**config.mk**
```make
export PLATFORM = sky130hd
export DESIGN_NAME = dbus_if
export DESIGN_NICKNAME = d
export VERILOG_FILES = /design/src/rtl/dbus_if_pkg.sv /design/src/rtl/dbus_if.sv
export SDC_FILE = /design/constraint.sdc
export NUM_CORES = 1
export LEC_CHECK = 0
export CAP_MARGIN = 5
export CORE_MARGIN = 8
export CORE_UTILIZATION = 55
export CTS_BUF_LIST = sky130_fd_sc_hd__clkbuf_16
export CTS_CLUSTER_DIAMETER = 120
export DETAILED_ROUTE_END_ITERATION = 16
export DONT_BUFFER_PORTS = 1
export GPL_TIMING_DRIVEN = 0
export HOLD_SLACK_MARGIN = 0.03
export PLACE_DENSITY = 0.7
export REMOVE_ABC_BUFFERS = 1
export SETUP_SLACK_MARGIN = 0.2
export SLEW_MARGIN = 25
export SYNTH_ARGS = -nofsm -noshare
export SYNTH_HDL_FRONTEND = slang
export SYNTH_SLANG_ARGS = --single-unit
```
**constraint.sdc**
```tcl
create_clock -name clk -period 4.55 [get_ports clk]
set_input_delay 1.365 -clock clk [delete_from_list [all_inputs] [get_ports clk]]
set_output_delay 1.365 -clock clk [all_outputs]
set_load 0.02 [all_outputs]
```
**src/rtl/dbus_if_pkg.sv**
```systemverilog
// Shared constants and encodings for the data-bus interface that sits
// downstream of the MEM stage.
package dbus_if_pkg;

  localparam int          RegBusW   = 32;
  localparam logic [31:0] ZeroWord  = 32'h0000_0000;

  typedef enum logic [1:0] {
    DBUS_IDLE = 2'd0,
    DBUS_BUSY = 2'd1,
    DBUS_WAIT = 2'd2
  } dbus_state_e;

  // Stall vector layout: one bit per pipeline stage, PC first.
  localparam int STALL_PC_BIT  = 0;
  localparam int STALL_IF_BIT  = 1;
  localparam int STALL_ID_BIT  = 2;
  localparam int STALL_EX_BIT  = 3;
  localparam int STALL_MEM_BIT = 4;
  localparam int STALL_WB_BIT  = 5;
  localparam int STALL_W       = 6;

  localparam logic WriteEnable  = 1'b1;
  localparam logic WriteDisable = 1'b0;
  localparam logic ChipEnable   = 1'b1;
  localparam logic ChipDisable  = 1'b0;

endpackage

```
**src/rtl/dbus_if.sv**
```systemverilog
// Runs MEM-stage load/store requests as single Wishbone-classic transfers,
// stalling the pipeline until ack and holding load data while MEM is frozen.
module dbus_if
  import dbus_if_pkg::*;
#(
  parameter int TIMEOUT  = 255,
  parameter int HOLD_BIT = STALL_MEM_BIT
) (
  input  logic                 clk,
  input  logic                 rst_n,
  input  logic                 cpu_ce_i,
  input  logic                 cpu_we_i,
  input  logic [RegBusW-1:0]   cpu_addr_i,
  input  logic [3:0]           cpu_sel_i,
  input  logic [RegBusW-1:0]   cpu_data_i,
  output logic [RegBusW-1:0]   cpu_data_o,
  input  logic [STALL_W-1:0]   stall_i,
  input  logic                 flush_i,
  output logic                 stallreq_o,
  output logic                 bus_err_o,
  output logic [RegBusW-1:0]   wb_adr_o,
  output logic [RegBusW-1:0]   wb_dat_o,
  output logic                 wb_we_o,
  output logic [3:0]           wb_sel_o,
  output logic                 wb_stb_o,
  output logic                 wb_cyc_o,
  input  logic [RegBusW-1:0]   wb_dat_i,
  input  logic                 wb_ack_i
);

  localparam bit          TO_EN  = (TIMEOUT != 0);
  localparam int          CNT_W  = TO_EN ? $clog2(TIMEOUT + 1) : 1;
  localparam logic [CNT_W-1:0] CNT_MAX = CNT_W'(TIMEOUT);

  dbus_state_e        state_q, state_d;
  logic [RegBusW-1:0] adr_q, adr_d;
  logic [RegBusW-1:0] dat_q, dat_d;
  logic               we_q, we_d;
  logic [3:0]         sel_q, sel_d;
  logic               stb_q, stb_d;
  logic               cyc_q, cyc_d;
  logic [RegBusW-1:0] rd_buf_q, rd_buf_d;
  logic [CNT_W-1:0]   cnt_q, cnt_d;
  logic               bus_err_q, bus_err_d;
  logic               timeout_hit;
  logic [RegBusW-1:0] ack_data;

  assign timeout_hit = TO_EN && (cnt_q == CNT_MAX);
  // Stores return nothing to the MEM stage.
  assign ack_data    = we_q ? ZeroWord : wb_dat_i;

  always_comb begin
    state_d    = state_q;
    adr_d      = adr_q;
    dat_d      = dat_q;
    we_d       = we_q;
    sel_d      = sel_q;
    stb_d      = stb_q;
    cyc_d      = cyc_q;
    rd_buf_d   = rd_buf_q;
    cnt_d      = cnt_q;
    bus_err_d  = 1'b0;
    cpu_data_o = ZeroWord;
    stallreq_o = 1'b0;
    case (state_q)
      DBUS_IDLE: begin
        stallreq_o = cpu_ce_i & ~flush_i;
        if (cpu_ce_i == ChipEnable && !flush_i) begin
          adr_d   = cpu_addr_i;
          dat_d   = cpu_data_i;
          we_d    = cpu_we_i;
          sel_d   = cpu_sel_i;
          stb_d   = 1'b1;
          cyc_d   = 1'b1;
          cnt_d   = '0;
          state_d = DBUS_BUSY;
        end
      end
      DBUS_BUSY: begin
        if (flush_i) begin
          stb_d   = 1'b0;
          cyc_d   = 1'b0;
          state_d = DBUS_IDLE;
        end else if (wb_ack_i) begin
          cpu_data_o = ack_data;
          rd_buf_d   = ack_data;
          stb_d      = 1'b0;
          cyc_d      = 1'b0;
          state_d    = stall_i[HOLD_BIT] ? DBUS_WAIT : DBUS_IDLE;
        end else if (timeout_hit) begin
          stb_d     = 1'b0;
          cyc_d     = 1'b0;
          bus_err_d = 1'b1;
          state_d   = DBUS_IDLE;
        end else begin
          stallreq_o = 1'b1;
          if (TO_EN && cnt_q != CNT_MAX) cnt_d = cnt_q + CNT_W'(1);
        end
      end
      DBUS_WAIT: begin
        cpu_data_o = rd_buf_q;
        if (flush_i || !stall_i[HOLD_BIT]) state_d = DBUS_IDLE;
      end
      default: state_d = DBUS_IDLE;
    endcase
  end

  always_ff @(posedge clk or negedge rst_n) begin
    if (!rst_n) begin
      state_q   <= DBUS_IDLE;
      adr_q     <= ZeroWord;
      dat_q     <= ZeroWord;
      we_q      <= WriteDisable;
      sel_q     <= 4'b0000;
      stb_q     <= 1'b0;
      cyc_q     <= 1'b0;
      rd_buf_q  <= ZeroWord;
      cnt_q     <= '0;
      bus_err_q <= 1'b0;
    end else begin
      state_q   <= state_d;
      adr_q     <= adr_d;
      dat_q     <= dat_d;
      we_q      <= we_d;
      sel_q     <= sel_d;
      stb_q     <= stb_d;
      cyc_q     <= cyc_d;
      rd_buf_q  <= rd_buf_d;
      cnt_q     <= cnt_d;
      bus_err_q <= bus_err_d;
    end
  end

  assign wb_adr_o  = adr_q;
  assign wb_dat_o  = dat_q;
  assign wb_we_o   = we_q;
  assign wb_sel_o  = sel_q;
  assign wb_stb_o  = stb_q;
  assign wb_cyc_o  = cyc_q;
  assign bus_err_o = bus_err_q;

endmodule

```
Word level (Yosys, flattened, before mapping) --
Index checks and enable logic that the tools add are counted.
Word-level totals: register bits after elaboration 113, bits of input ports 112, output and inout port bits 105, logic and storage cells 64
Cells by class: $add $sub $neg 1, equal/unequal tests 11, mux-type cells 30, bitwise gates (word level) 2, reduce and logical (&&, ||, !) cells 11
Operators with widths (number):
- 32-bit 2-to-1 mux | 3
- 32-bit one-hot mux with 2 select lines | 1
- 8-bit 2-to-1 mux | 5
- 8-bit one-hot mux with 2 select lines | 1
- 2-bit 2-to-1 mux | 6
- 2-bit != test, second input constant | 6
- 1-bit 2-to-1 mux | 11
- 3-bit AND reduction | 3
- 8-bit by 1-bit adder with 8-bit output, second input constant | 1
- 8-bit equality test, second input constant | 1
- 8-bit != test, second input constant | 1
- 2-bit one-hot mux with 3 select lines | 1
- 6-bit AND reduction | 1
- 4-bit != test, second input constant | 1
- 1-bit one-hot mux with 2 select lines | 2
- 2-bit by 1-bit equality test with 1-bit output, second input constant | 1
- 2-bit equality test, second input constant | 1
- 1-bit logical NOT | 2
- 2-bit logical NOT | 1
- 2-bit AND reduction | 1
- 2-bit nonzero test | 1
- 1-bit bitwise AND | 1
- 1-bit logical AND | 1
- 1-bit logical OR | 1
- 1-bit NOT | 1

Logic depth before layout (Yosys ltp) --
depth in word-level cells 6, depth in mapped cells 7, gate-level depth less buffers 6

Worst setup path before layout --
Ideal clock, no wire load.
kind input to output, start point input flush_i, end point output cpu_data_o[21], arrival time 2449 ps, required time 3185 ps, setup slack 736 ps, cell stages on the path 5, cell sequence nand3b_1 -> nor2_4 -> buf_2 -> a22oi_1 -> nor2b_1
On the way: word-level cells in the longest chain between the ends 2
Ends and longest elaborated chain:
- start: declaration | RTL line dbus_if.sv:18 | input logic flush_i,
- 32-bit 2-to-1 mux | RTL line dbus_if.sv:80 | if (flush_i) begin
- 32-bit one-hot mux with 2 select lines | RTL line dbus_if.sv:65 | case (state_q)
- end: declaration | RTL line dbus_if.sv:16 | output logic [RegBusW-1:0] cpu_data_o,
No other way between the ends.

Worst setup path after layout --
start point input flush_i, end point output cpu_data_o[2]
The elaborated chain is that of the path after synthesis.

==> flow_metrics.env <==
export IMPL_status="complete, no violations"
export IMPL_wl_mm=11.6
export IMPL_fin_crit_ns=4.21
export IMPL_synth_avg_cell_area_um2=13.2
export IMPL_layout_common_cells="dfrtp_1, mux2_2, nor2b_1"
export IMPL_synth_cell_types=36
export IMPL_antenna_found_initial=0
export IMPL_placed_cells=457
export IMPL_ys_flop_type="dfrtp_1"
export IMPL_worst_ep_required_time_ns=3.18
export IMPL_initial_core_util=0.564
export IMPL_leakagePower_uw=0.00234
export IMPL_cts_sinks=113
export IMPL_drv_cap=0
export IMPL_h_tree_depth=4
export IMPL_via_per_inst=6.28
export IMPL_cts_made_buffers=17
export IMPL_fin_nets=487
export IMPL_first_global_vias=3213
export IMPL_ir_worst_vdd_uv=362
export IMPL_worst_slew_margin_rel=0.476
export IMPL_routedWlPerCell_um=23.6
export IMPL_final_layout_size_suffix_gt1_frac=0.297
export IMPL_end_kind="primary output"
export IMPL_skew_ns=0.0117
export IMPL_multi_input_area_mm2=0.00196
export IMPL_synth_cells=370
export IMPL_hpwlAfterDp_mm=8.30
export IMPL_whs_path_depth=1
export IMPL_grt_max_degree=114
export IMPL_setup_tns_final_ns=0
export IMPL_ys_ff_latch=113
export IMPL_tritoncts="done"
export IMPL_path_clk_slew_ns=0.05
export IMPL_dieArea_mm2=0.0122
export IMPL_std_cell_rows=34
export IMPL_die_h_um=110
export IMPL_num_fill_cells=652
export IMPL_r2r_start="state_q[1]"
export IMPL_finalSetupViolCount=0
export IMPL_drtIter0Drc=233
export IMPL_clk_path_buf_depth=2
export IMPL_cp_arrival_ns=2.85
export IMPL_r2r_end="rd_buf_q[22]"
export IMPL_critPathLaunchType="input pin"
export IMPL_grt_overflow=0
export IMPL_synthTopCellsByArea="dfrtp_1, mux2_2, a22o_1"
export IMPL_final_area_mm2=0.00556
export IMPL_holdCritStartpoint="rd_buf_q[9]"
export IMPL_worst_pin_slew_ns=0.787
export IMPL_layout_cells_non_filler=492
export IMPL_die_w_um=110
export IMPL_regToRegSetupSlack_ns=2.27
export IMPL_drc_errors=0
export IMPL_cellPowerDensity_mw_per_mm2=752
export IMPL_ys_warn_count=0
export IMPL_critPathMaxFanout=31
export IMPL_io_pin_count=217
export IMPL_place_gp_congestion=0.809
export IMPL_synth_area_mm2=0.00490
export IMPL_synth_top_area_cell="dfrtp_1"
export IMPL_seqCellArea_mm2=0.00283
export IMPL_root_buffer="clkbuf_16"
export IMPL_grt_usage=0.185
export IMPL_core_area_mm2=0.00868
export IMPL_area_growth_synth_to_final_pct=13.5
export IMPL_maxSlewViolCount=0
export IMPL_clkLatencyLatePin_ns=0.40
export IMPL_critPathKind="in -> out"
export IMPL_rsz0062_at_grt="false"
export IMPL_synthArstFlopShare=1.00
export IMPL_hold_path_class="reg -> reg"
export IMPL_r2r_cells=7
export IMPL_holdPathEnd="rd_buf_q[9]"
export IMPL_fin_crit_sh=0.926
export IMPL_synth_edf_count=0
export IMPL_port_buffers=0
export IMPL_num_antenna_cells=0
export IMPL_max_freq_ghz=0.237
export IMPL_drtAntennaViolNets=0
export IMPL_grt_pass1_wl_mm=17.3
export IMPL_place_area_mm2=0.00500
export IMPL_hold_viol_final=0
export IMPL_drt_first_pass_iters=4
export IMPL_mostFrequentLayoutCell="dfrtp_1"
export IMPL_ys_seq_area_frac=0.577
export IMPL_netlist_area_leader_share=0.577
export IMPL_hold_worst_slack_ns=0.507
export IMPL_vias=3090
-- report_power, final --
group          switching [µW]  leakage, µW  internal (µW)  total [µW]
clock                     454     0.000251            688        1140
combinational             338     0.000699            487         826
sequential                752      0.00139           1460        2210
-- per-stage QoR --
step / setup WS (ns) / util / power [µW]
final: 0.335 / 0.641 / 4180
after global routing: 0.262 / 0.641 / 4400
after CTS: 0.324 / 0.640 / 4230
after detailed placement: -0.0855 / 0.576 / 3050
after global placement: -1.28 / 0.567 / 3000
after floorplan: -0.383 / - / 2790
-- final cells by class --
class                           instances  share of cell area
Timing Repair Buffer                    6              0.0176
Tap cell                              108              0.0243
Multi-Input combinational cell        228               0.352
Clock buffer                           17              0.0765
Sequential cell                       113               0.509
Clock inverter                         15              0.0173
Inverter                                5             0.00338
-- worst max-delay path by stage --
stage                 start              to  slack, ns  depth (start not counted)
detailed placement  flush_i   cpu_data_o[2]      -0.09                          7
floorplan           flush_i  cpu_data_o[13]      -0.38                          4
finish              flush_i   cpu_data_o[2]       0.34                          7
global route        flush_i  cpu_data_o[24]       0.26                          7
global placement    flush_i  cpu_data_o[12]      -1.28                          4
CTS                 flush_i   cpu_data_o[2]       0.32                          7
-- synthesized netlist by cell type, types with 2 or more instances --
cell type and instances:
dfrtp_1 113, mux2_2 69, nor2b_1 34, a22o_1 32, a22oi_1 32, buf_2 14
clkbuf_1 10, nand2_1 6, a31oi_1 5, and3_1 5, inv_1 5, nand3_1 5
ha_1 4, nor3_1 4, a211o_1 3, nand2b_1 3, nor3b_1 3, and3_4 2
nand3b_1 2, nor2_1 2, o21ai_0 2
-- sequential cells by signal, summed over array words and instances, names as in the netlist --
name	flops
bus_err_o	1
wb_dat_o	32
state_q	2
rd_buf_q	32
cnt_q	8
wb_cyc_o	1
wb_sel_o	4
wb_we_o	1
wb_adr_o	32
-- timing repair --
action | CTS | global route
setup buffers | 2 | 0
endpoints found under the setup margin | 32 | 3
hold buffers | 0 | 0
pin swaps | 1 | 0
endpoints found under the hold margin | 0 | 0
cloned | 1 | 0
gates resized for setup | 0 | 2
-- logic make-up (layout without fill, tap and decap cells) --
group | count (synthesis) | in the layout | share of synthesized area
flops | 113 | 113 | 0.577
compound gates | 81 | 81 | 0.133
mux | 71 | 71 | 0.163
simple gates | 71 | 72 | 0.0891
buf+inv | 30 | 43 | 0.0273
fa+ha+maj | 4 | 4 | 0.0102
-- per-layer routing --
metal	part of all wire	wire (µm)	vias to the layer above	track usage
li1	-	-	1371	-
met1	0.36	4190	1542	0.209
met2	0.49	5690	167	0.300
met3	0.14	1630	10	0.0924
met4	0.0090	104	0	0.0628
met5	0	0	-	0
-- critical path: stages --
cell and delay [ns]:
nand3b_1 0.19, buf_6 0.20, buf_6 0.17, nor2_4 0.23, buf_16 0.20, a22oi_1 0.08
nor2b_1 0.40
Note: power is estimated with default switching activity, not from simulation.
